[config.mk]
export PLATFORM = sky130hd
export DESIGN_NAME = move_collector
export DESIGN_NICKNAME = d
export VERILOG_FILES = /design/src/rtl/chess_pkg.sv /design/src/rtl/move_collector_out_reg.sv /design/src/rtl/move_collector.sv
export SDC_FILE = /design/constraint.sdc
export NUM_CORES = 1
export LEC_CHECK = 0
export CORE_AREA = 3 3 182 184
export DETAILED_ROUTE_END_ITERATION = 8
export DIE_AREA = 0 0 185 187
export MAX_ROUTING_LAYER = met4
export PLACE_DENSITY = 0.53
export SLEW_MARGIN = 15
export SYNTH_ARGS = -nofsm -noshare
export SYNTH_HDL_FRONTEND = slang
export SYNTH_SLANG_ARGS = --single-unit
[constraint.sdc]
create_clock -name clk -period 3.9 [get_ports clk]
set_clock_uncertainty 0.05 [all_clocks]
set_input_delay 0.78 -clock clk [delete_from_list [all_inputs] [get_ports clk]]
set_output_delay 0.78 -clock clk [all_outputs]
set_load 0.02 [all_outputs]
[src/rtl/chess_pkg.sv]
// Shared definitions for the move collection path: word geometry, collector states, end-marker test.
// Latency: n/a (types and a pure function only).
// Backpressure: n/a.
package chess_pkg;

    localparam int NCOL  = 8;
    localparam int WORDW = 48;
    localparam int SQW   = 6;
    localparam int PTRW  = 3;

    typedef enum logic [2:0] {
        ST_IDLE,
        ST_WAITC,
        ST_READ,
        ST_CHECK,
        ST_DONE
    } coll_state_t;

    // A self-to-self move (all eight square fields identical) terminates a column's list.
    function automatic logic is_end_marker(input logic [WORDW-1:0] word);
        logic same;
        same = 1'b1;
        for (int i = 1; i < WORDW / SQW; i++) begin
            if (word[i*SQW +: SQW] != word[SQW-1:0]) begin
                same = 1'b0;
            end
        end
        return same;
    endfunction

endpackage

[src/rtl/move_collector_out_reg.sv]
// One-entry valid/ready output register holding a move word and its source column.
// Latency: 1 cycle from load to out_valid.
// Backpressure: holds data stable while out_valid & !out_ready; free tells the loader a slot is available.
module move_out_reg
    import chess_pkg::*;
(
    input  logic              clk,
    input  logic              reset,
    input  logic              load,
    input  logic [WORDW-1:0]  load_data,
    input  logic [PTRW-1:0]   load_col,
    input  logic              out_ready,
    output logic              out_valid,
    output logic [WORDW-1:0]  out_data,
    output logic [PTRW-1:0]   out_col,
    output logic              free
);

    logic             valid_q, valid_d;
    logic [WORDW-1:0] data_q, data_d;
    logic [PTRW-1:0]  col_q, col_d;

    always_comb begin
        valid_d = load | (valid_q & ~out_ready);
        data_d  = load ? load_data : data_q;
        col_d   = load ? load_col : col_q;
    end

    always_ff @(posedge clk or posedge reset) begin
        if (reset) begin
            valid_q <= 1'b0;
            data_q  <= '0;
            col_q   <= '0;
        end else begin
            valid_q <= valid_d;
            data_q  <= data_d;
            col_q   <= col_d;
        end
    end

    assign out_valid = valid_q;
    assign out_data  = data_q;
    assign out_col   = col_q;
    assign free      = ~valid_q | out_ready;

endmodule

[src/rtl/move_collector.sv]
// Drains the 8 column move FIFOs in order 0..7, strips end markers, streams words out; optional MOVE_COLLECTOR_COLSTAT_EN adds per-column counts.
// Latency: FIFO read to out_valid is 2 cycles; sustained 1 word per 2 cycles.
// Backpressure: no FIFO read is issued while the output register is full and not being accepted.
module move_collector
    import chess_pkg::*;
#(
    parameter int CNTW = 10
)
(
    input  logic                   clk,
    input  logic                   reset,
    input  logic                   start,
    input  logic [NCOL-1:0]        col_done,
    input  logic [NCOL-1:0]        col_empty,
    input  logic [NCOL*WORDW-1:0]  col_data,
    output logic [NCOL-1:0]        col_rden,
    output logic                   out_valid,
    input  logic                   out_ready,
    output logic [WORDW-1:0]       out_data,
    output logic [PTRW-1:0]        out_col,
    output logic [CNTW-1:0]        move_count,
    output logic                   busy,
    output logic                   done
`ifdef MOVE_COLLECTOR_COLSTAT_EN
    ,
    output logic [NCOL*SQW-1:0]    col_count
`endif
);

    coll_state_t      state_q, state_d;
    logic [PTRW-1:0]  ptr_q, ptr_d;
    logic [CNTW-1:0]  cnt_q, cnt_d;
    logic             busy_q, busy_d;
    logic             done_q, done_d;
    logic             load;
    logic             start_pass;
    logic             out_free;
    logic [WORDW-1:0] cur_word;

    assign cur_word   = col_data[int'(ptr_q)*WORDW +: WORDW];
    assign start_pass = start & ((state_q == ST_IDLE) | (state_q == ST_DONE));

    always_comb begin
        state_d  = state_q;
        ptr_d    = ptr_q;
        cnt_d    = cnt_q;
        busy_d   = busy_q;
        done_d   = done_q;
        load     = 1'b0;
        col_rden = '0;
        case (state_q)
            ST_IDLE: begin
                if (start) begin
                    state_d = ST_WAITC;
                    ptr_d   = '0;
                    cnt_d   = '0;
                    busy_d  = 1'b1;
                    done_d  = 1'b0;
                end
            end
            ST_WAITC: begin
                if (col_done[ptr_q]) begin
                    state_d = ST_READ;
                end
            end
            ST_READ: begin
                if (!col_empty[ptr_q] && out_free) begin
                    col_rden[ptr_q] = 1'b1;
                    state_d         = ST_CHECK;
                end
            end
            ST_CHECK: begin
                if (is_end_marker(cur_word)) begin
                    if (ptr_q == PTRW'(NCOL - 1)) begin
                        state_d = ST_DONE;
                    end else begin
                        ptr_d   = ptr_q + 1'b1;
                        state_d = ST_WAITC;
                    end
                end else begin
                    load    = 1'b1;
                    state_d = ST_READ;
                    if (cnt_q != '1) begin
                        cnt_d = cnt_q + 1'b1;
                    end
                end
            end
            ST_DONE: begin
                // Completion is only reported once the final word has left the output register.
                if (!out_valid) begin
                    busy_d = 1'b0;
                    done_d = 1'b1;
                end
                if (start) begin
                    state_d = ST_WAITC;
                    ptr_d   = '0;
                    cnt_d   = '0;
                    busy_d  = 1'b1;
                    done_d  = 1'b0;
                end
            end
            default: begin
                state_d = ST_IDLE;
            end
        endcase
    end

    always_ff @(posedge clk or posedge reset) begin
        if (reset) begin
            state_q <= ST_IDLE;
            ptr_q   <= '0;
            cnt_q   <= '0;
            busy_q  <= 1'b0;
            done_q  <= 1'b0;
        end else begin
            state_q <= state_d;
            ptr_q   <= ptr_d;
            cnt_q   <= cnt_d;
            busy_q  <= busy_d;
            done_q  <= done_d;
        end
    end

    move_out_reg u_out_reg (
        .clk       (clk),
        .reset     (reset),
        .load      (load),
        .load_data (cur_word),
        .load_col  (ptr_q),
        .out_ready (out_ready),
        .out_valid (out_valid),
        .out_data  (out_data),
        .out_col   (out_col),
        .free      (out_free)
    );

    assign move_count = cnt_q;
    assign busy       = busy_q;
    assign done       = done_q;

`ifdef MOVE_COLLECTOR_COLSTAT_EN
    logic [SQW-1:0] ccnt_q [NCOL];
    logic [SQW-1:0] ccnt_d [NCOL];

    always_comb begin
        for (int c = 0; c < NCOL; c++) begin
            ccnt_d[c] = ccnt_q[c];
            if (start_pass) begin
                ccnt_d[c] = '0;
            end else if (load && (ptr_q == PTRW'(c)) && (ccnt_q[c] != '1)) begin
                ccnt_d[c] = ccnt_q[c] + 1'b1;
            end
        end
    end

    always_ff @(posedge clk or posedge reset) begin
        if (reset) begin
            for (int c = 0; c < NCOL; c++) begin
                ccnt_q[c] <= '0;
            end
        end else begin
            for (int c = 0; c < NCOL; c++) begin
                ccnt_q[c] <= ccnt_d[c];
            end
        end
    end

    always_comb begin
        col_count = '0;
        for (int c = 0; c < NCOL; c++) begin
            col_count[c*SQW +: SQW] = ccnt_q[c];
        end
    end
`endif

endmodule
# Word-level counts from Yosys, hierarchy flattened
# Cells that the tools add are included.
op_classes:
  n_lt_le_gt_ge: 2
  n_shift: 1
  add_sub_neg: 2
  n_mul: 1
  mux: 40
  bitwise_logic: 5
  n_reduce_logical: 11
  n_eq_ne: 22
ops:
  columns: ["cell", "n"]
  rows:
  - ["$shiftx A384 B10 Y48", 1]
  - ["$ne A6 B6 Y1", 7]
  - ["$mux W10", 3]
  - ["$mux W3", 8]
  - ["$pmux W10 S2", 1]
  - ["$mux W1", 19]
  - ["$mux W8", 2]
  - ["$ne A2 B2 Y1 const B", 7]
  - ["$pmux W3 S4", 1]
  - ["$add A10 B1 Y10 const B", 1]
  - ["$ne A10 B10 Y1 const B", 1]
  - ["$reduce_and A4 Y1", 2]
  - ["$bmux W1 S3", 2]
  - ["$eq A3 B2 Y1 const B", 2]
  - ["$eq A3 B3 Y1 const B", 2]
  - ["$pmux W3 S2", 1]
  - ["$reduce_and A3 Y1", 2]
  - ["$mul A3 B2 Y5 const B", 1]
  - ["$lt A3 B4 Y1 const B", 1]
  - ["$pmux W1 S2", 2]
  - ["$reduce_bool A2 Y1", 2]
  - ["$add A3 B1 Y3 const B", 1]
  - ["$demux W1 S3", 1]
  - ["$eq A3 B1 Y1 const B", 1]
  - ["10 further kinds", 13]
word_totals:
  inputBits: 404
  regBits: 70
  output_inout_bits: 72

# Logic depth before layout (Yosys ltp)
depth:
  word_depth: 14
  ltp_mapped: 16
  ltp_nobuf: 9

# Hierarchy
# A second synthesis with hierarchy kept.
unflattened:
  cells_unflattened: 523
  area_unflattened_um2: 6667.6
modules_own_cells:
  columns: ["module", "area_per_inst_um2", "cells_each", "instances"]
  rows:
  - ["move_collector", 4480.5, 411, 1]
  - ["move_out_reg", 2187.1, 112, 1]

# Least setup slack after synthesis
# OpenSTA, ideal clock, no wires.
synth_timing:
  path_kind: "input to register"
  start: "input port col_data[149]"
  end: "register ptr_q[1]"
  path_slack_ps: 195
  cell_stages: 10
  setup_time_ps: 128
  required_ps: 3722
  arrival_ps: 3528
  cell_sequence: "mux2_2 a221o_1 a221o_1 a221oi_2 nand4_1 or4_4 or2_1 buf_4 nor3_4 mux2_1"
synth_via:
  elab_chain_len: 12
  word_cells_on_any_way: 18
  cone_classes: "eq/ne: 8; shift: 1; mux: 8; reduce/logical: 1"
synth_rtl:
  columns: ["item", "line_no", "text"]
  rows:
  - ["from (decl)", "move_collector.sv:15", "input logic [NCOL*WORDW-1:0] col_data,"]
  - ["$shiftx A384 B10 Y48 *", "move_collector.sv:40", "assign cur_word = col_data[int'(ptr_q)*WORDW +: WORDW];"]
  - ["$ne A6 B6 Y1", "chess_pkg.sv:24", "if (word[i*SQW +: SQW] != word[SQW-1:0]) begin"]
  - ["$mux W1 (6 in a row)", "chess_pkg.sv:24", null]
  - ["$mux W1 *", "chess_pkg.sv:24", null]
  - ["$mux W1 *", "move_collector.sv:51", "case (state_q)"]
  - ["$ne A2 B2 Y1 (no source line) *", null, null]
  - ["$reduce_and A4 Y1 (no source line) *", null, null]
  - ["to (signal assigned)", "move_collector.sv:117", "ptr_q <= ptr_d;"]
  - ["to (decl)", "move_collector.sv:31", "logic [PTRW-1:0] ptr_q, ptr_d;"]
# Every way passes the cells marked *; elsewhere a longest branch is shown, timed or not. The select of a mux whose other input is x is not followed.
# A chain may end at the register's enable or synchronous reset.

# Final worst setup path
layout_timing:
  start: "input port col_data[148]"
  end: "register ptr_q[1]"
# The elaborated chain is that of the path after synthesis.

==> key figures <==
Synthesis
  • Post-synthesis sequential area ratio: around a quarter
  • Commonest cells post-synth: 70 x dfrtp_1, 68 x mux4_2, 64 x mux2_2
  • Top cell type's share of synthesized area: between 20% and 30%
  • Largest area contributor in the netlist: dfrtp_1
  • Top_reg_cell synth: dfrtp_1
  • Mapped cell area: about 6600 um^2
  • Avg Synthesized Cell Area: approximately 11 um^2
  • Count leader, synth: dfrtp_1
  • Yosys Warn Count: 0
  • Cell variety after synth: 65
  • Cell count after synthesis: about 600
  • Number of synthesized flops with an enable pin: 0
  • FFs w/ async S/R, synth: 100.0%
  • Synthesized flop and latch total: 70
  • Synthesized netlist net count: 1005
  • Largest cells by area after synthesis: dfrtp_1 27%, mux4_2 23%, mux2_2 11%

Critical path
  • Reg2reg end: ptr_q[1]
  • FF-to-FF setup slack: 110 ps
  • CP top delay family: simple AND/OR/NAND/NOR gates
  • FF-to-FF Start: ptr_q[1]
  • CP Launch Type: input pin
  • Critical Path Sink: ptr_q[1]
  • Worst path cell trace: clkdlybuf4s50_1, mux4_1, mux2i_2, or4_1, nor4b_2, o22ai_1, or4_4, or2_4, nor3_4, mux2_1
  • Kind of critical path: input pin to flop
  • Worst R2R Path Depth: 10
  • Slowest stage delay, CP: ~560 ps
  • Levels on crit path: 10
  • Critical Path AT: 4080 ps
  • Worst Path Required: 4080 ps
  • Worst Setup SP: col_data[148]
  • Buf/Inv on CP: 1
  • Critical path fanouts, max: 3
  • CP max stage cell: or4_1
  • Endpoint class of the critical path: flop

Layout
  • Post-Layout Cell Count: ~1500
  • Layout cell share with drive strength beyond 1: a little under a quarter
  • Post-layout instance area: about 13000 um^2
  • Area delta synth->final: 92.93%
  • NumNets Final: between 1500 and 2000
  • Fill count: 3119
  • Multi-input gate area: between 4000 and 5000 um^2
  • FF+latch area: ~1800 um^2

Run status
  • Failing checks: setup timing
  • Outcome: finished, violations left

Place
  • Final Wtd Congestion: approximately 0.86
  • DP HPWL: ~32000 um
  • Dpl cells: 1511
  • Port-buffer cells: roughly 480
  • Area after DPL: around 12000 um^2

STA
  • Final setup fails: 1
  • RSZ-0062 raised after global routing: yes
  • Post-route minimum period: 3903 ps
  • Fin Setup TNS: -3.094 ps
  • Final Worst Setup Slack: -3.094 ps
  • Slew Viols, Final: 0
  • Fmax: 0.2562 GHz
  • Rel. slew slack: between 60% and 70%
  • Final worst-path cycle share: 100.1%
  • Fin. Hold Viols: 0
  • Tightest Pin Transition: about 540 ps
  • Fin Hold WS: 432.8 ps

Flow run
  • Max-Cap Viols: 0

Floorplanning
  • Initial core utilization: a little over a fifth
  • Boundary Pins: 476
  • Core area: 31560 um^2
  • Die Y: between 150 and 200 um
  • DIE WIDTH: approximately 190 um
  • Die ar.: ~35000 um^2
  • Num rows: 65

Clock network
  • H-Tree Depth: 3
  • Clock Latency Late Sink: between 300 and 400 ps
  • CTS root buf: clkbuf_16
  • CTS buffer count: 9
  • Clock Sinks: 70
  • Clock transition at the registers of the reported paths: approximately 60 ps
  • Clock buffer depth: 2
  • Post-CTS Hold Fix Bufs: 0
  • TritonCTS clock tree: built

Routing
  • Wire length per cell: about 24 um
  • Vias: ~7400
  • Router iterations before antenna repair: 5
  • Initial drt markers: around 260
  • Antenna-violating nets left: 0
  • Final WL: between 30000 and 40000 um
  • Drt drc: 0
  • Via-to-Cell Ratio: a little under 5

GRT
  • Total grt overflow: 0
  • Largest net degree at the start of global routing: 31
  • Wire length of the first global-routing pass: just over 50000 um
  • Gr usage total: between 20% and 30%
  • Vias in the first global route: roughly 8000
  • Initial antenna violation count: 3

Min path
  • Hold Crit Class: flop to flop

Power and ir drop
  • Static leakage: about 4.8 nW
  • Power per Cell Area: 393.5 nW/um^2
  • Peak supply drop: around 230 uV
## cell usage in the layout, fill, tap and decap left out, types with 3 or more instances in the layout
master             n
o21ai_1            5
inv_1              6
dlygate4sd2_1      8
dfrtp_1           67
a221oi_1           3
and3_1            10
clkinvlp_4         3
mux2_2            62
mux4_1             4
buf_4             71
a22oi_1            7
mux4_2            68
o21ai_0           24
a21oi_1           13
nand3b_1           3
o2bb2ai_1          3
a211oi_1           5
nor2_1            29
nand3_1           16
ha_1               3
nand4_1            5
xor2_1             4
o31ai_1            4
clkdlybuf4s50_1  465
nor3_1            12
nand2b_1           5
a221o_1            4
mux2_4             3
mux2i_1           46
nand2_1           62
o211ai_1           3
buf_12            14
clkbuf_16          9
o22ai_1            8
and2_1             3
nor2b_1            8
clkinv_2           3
or3_1              5
## timing repair
action,CTS,global route
buffers inserted,2,0
setup endpoints to repair,60,58
gates resized for setup,15,11
pin swaps,5,5
## area by class of cell
cell class                      count  area share [%]
Tap cell                          402           3.951
Multi-Input combinational cell    471           35.94
Timing Repair Buffer              560           43.70
Clock buffer                       11           1.907
Clock inverter                      5          0.2654
Inverter                           10          0.3735
Antenna cell                        2         0.03931
Sequential cell                    70           13.83
## sequential cells by signal (all words and copies together) (netlist names)
signal and cells:
u_out_reg.out_col 3, done 1, move_count 10, u_out_reg.out_data 48, busy 1, state_q 3, ptr_q 3, u_out_reg.out_valid 1
## through the flow
step	worst slack [ps]	power, mW	util [%]
after detailed placement	-460.8	4.260	39.15
after CTS	16.50	5.085	40.17
after floorplan	194.8	2.560	-
after global placement	-457.1	4.227	39.15
after global routing	-71.41	5.296	40.35
final	-3.094	5.009	40.35
## layer usage
layer  global-route usage, %  routed length (um)
met5                       -                   0
met4                   5.599                 781
met3                   4.220                2212
met2                   36.27               18810
met1                   25.20               15000
## report_power, final
group	internal [mW]	total (mW)	leakage, nW	switching [mW]
logic	1.58	2.99	3.84	1.40
clock network	0.448	0.789	0.132	0.341
registers	1.04	1.23	0.857	0.199
## worst min path at each step
stage                      startpoint                     end  cells after the start
5_1_grt         u_out_reg.out_data[1]   u_out_reg.out_data[1]                      1
4_1_cts        u_out_reg.out_data[42]  u_out_reg.out_data[42]                      1
6_report       u_out_reg.out_data[34]  u_out_reg.out_data[34]                      2
3_3_place_gp   u_out_reg.out_data[38]  u_out_reg.out_data[38]                      2
2_1_floorplan              state_q[2]              state_q[1]                      1
3_5_place_dp   u_out_reg.out_data[42]  u_out_reg.out_data[42]                      1
## cells by family (layout without fill, tap and decap cells)
group / count (synthesis) / in the layout / synth area share, %
other cells: 0 / 2 / 0
fa+ha+maj: 3 / 3 / 0.5689
xor+xnor: 4 / 4 / 0.5309
buf+inv: 57 / 586 / 5.271
compound gates: 100 / 100 / 10.22
mux: 185 / 185 / 43.19
simple gates: 179 / 179 / 13.67
flops: 70 / 70 / 26.55
## worst register-to-register path, cell delays in order (launching register included)
cell	delay, ps
dfrtp_4	530
buf_12	180
and2_1	240
a221o_1	370
a221o_2	460
a221oi_2	280
nand4_1	170
or4_4	530
or2_4	290
nor3_4	230
mux2_1	340
No activity file was read; power rests on OpenSTA's default activity.
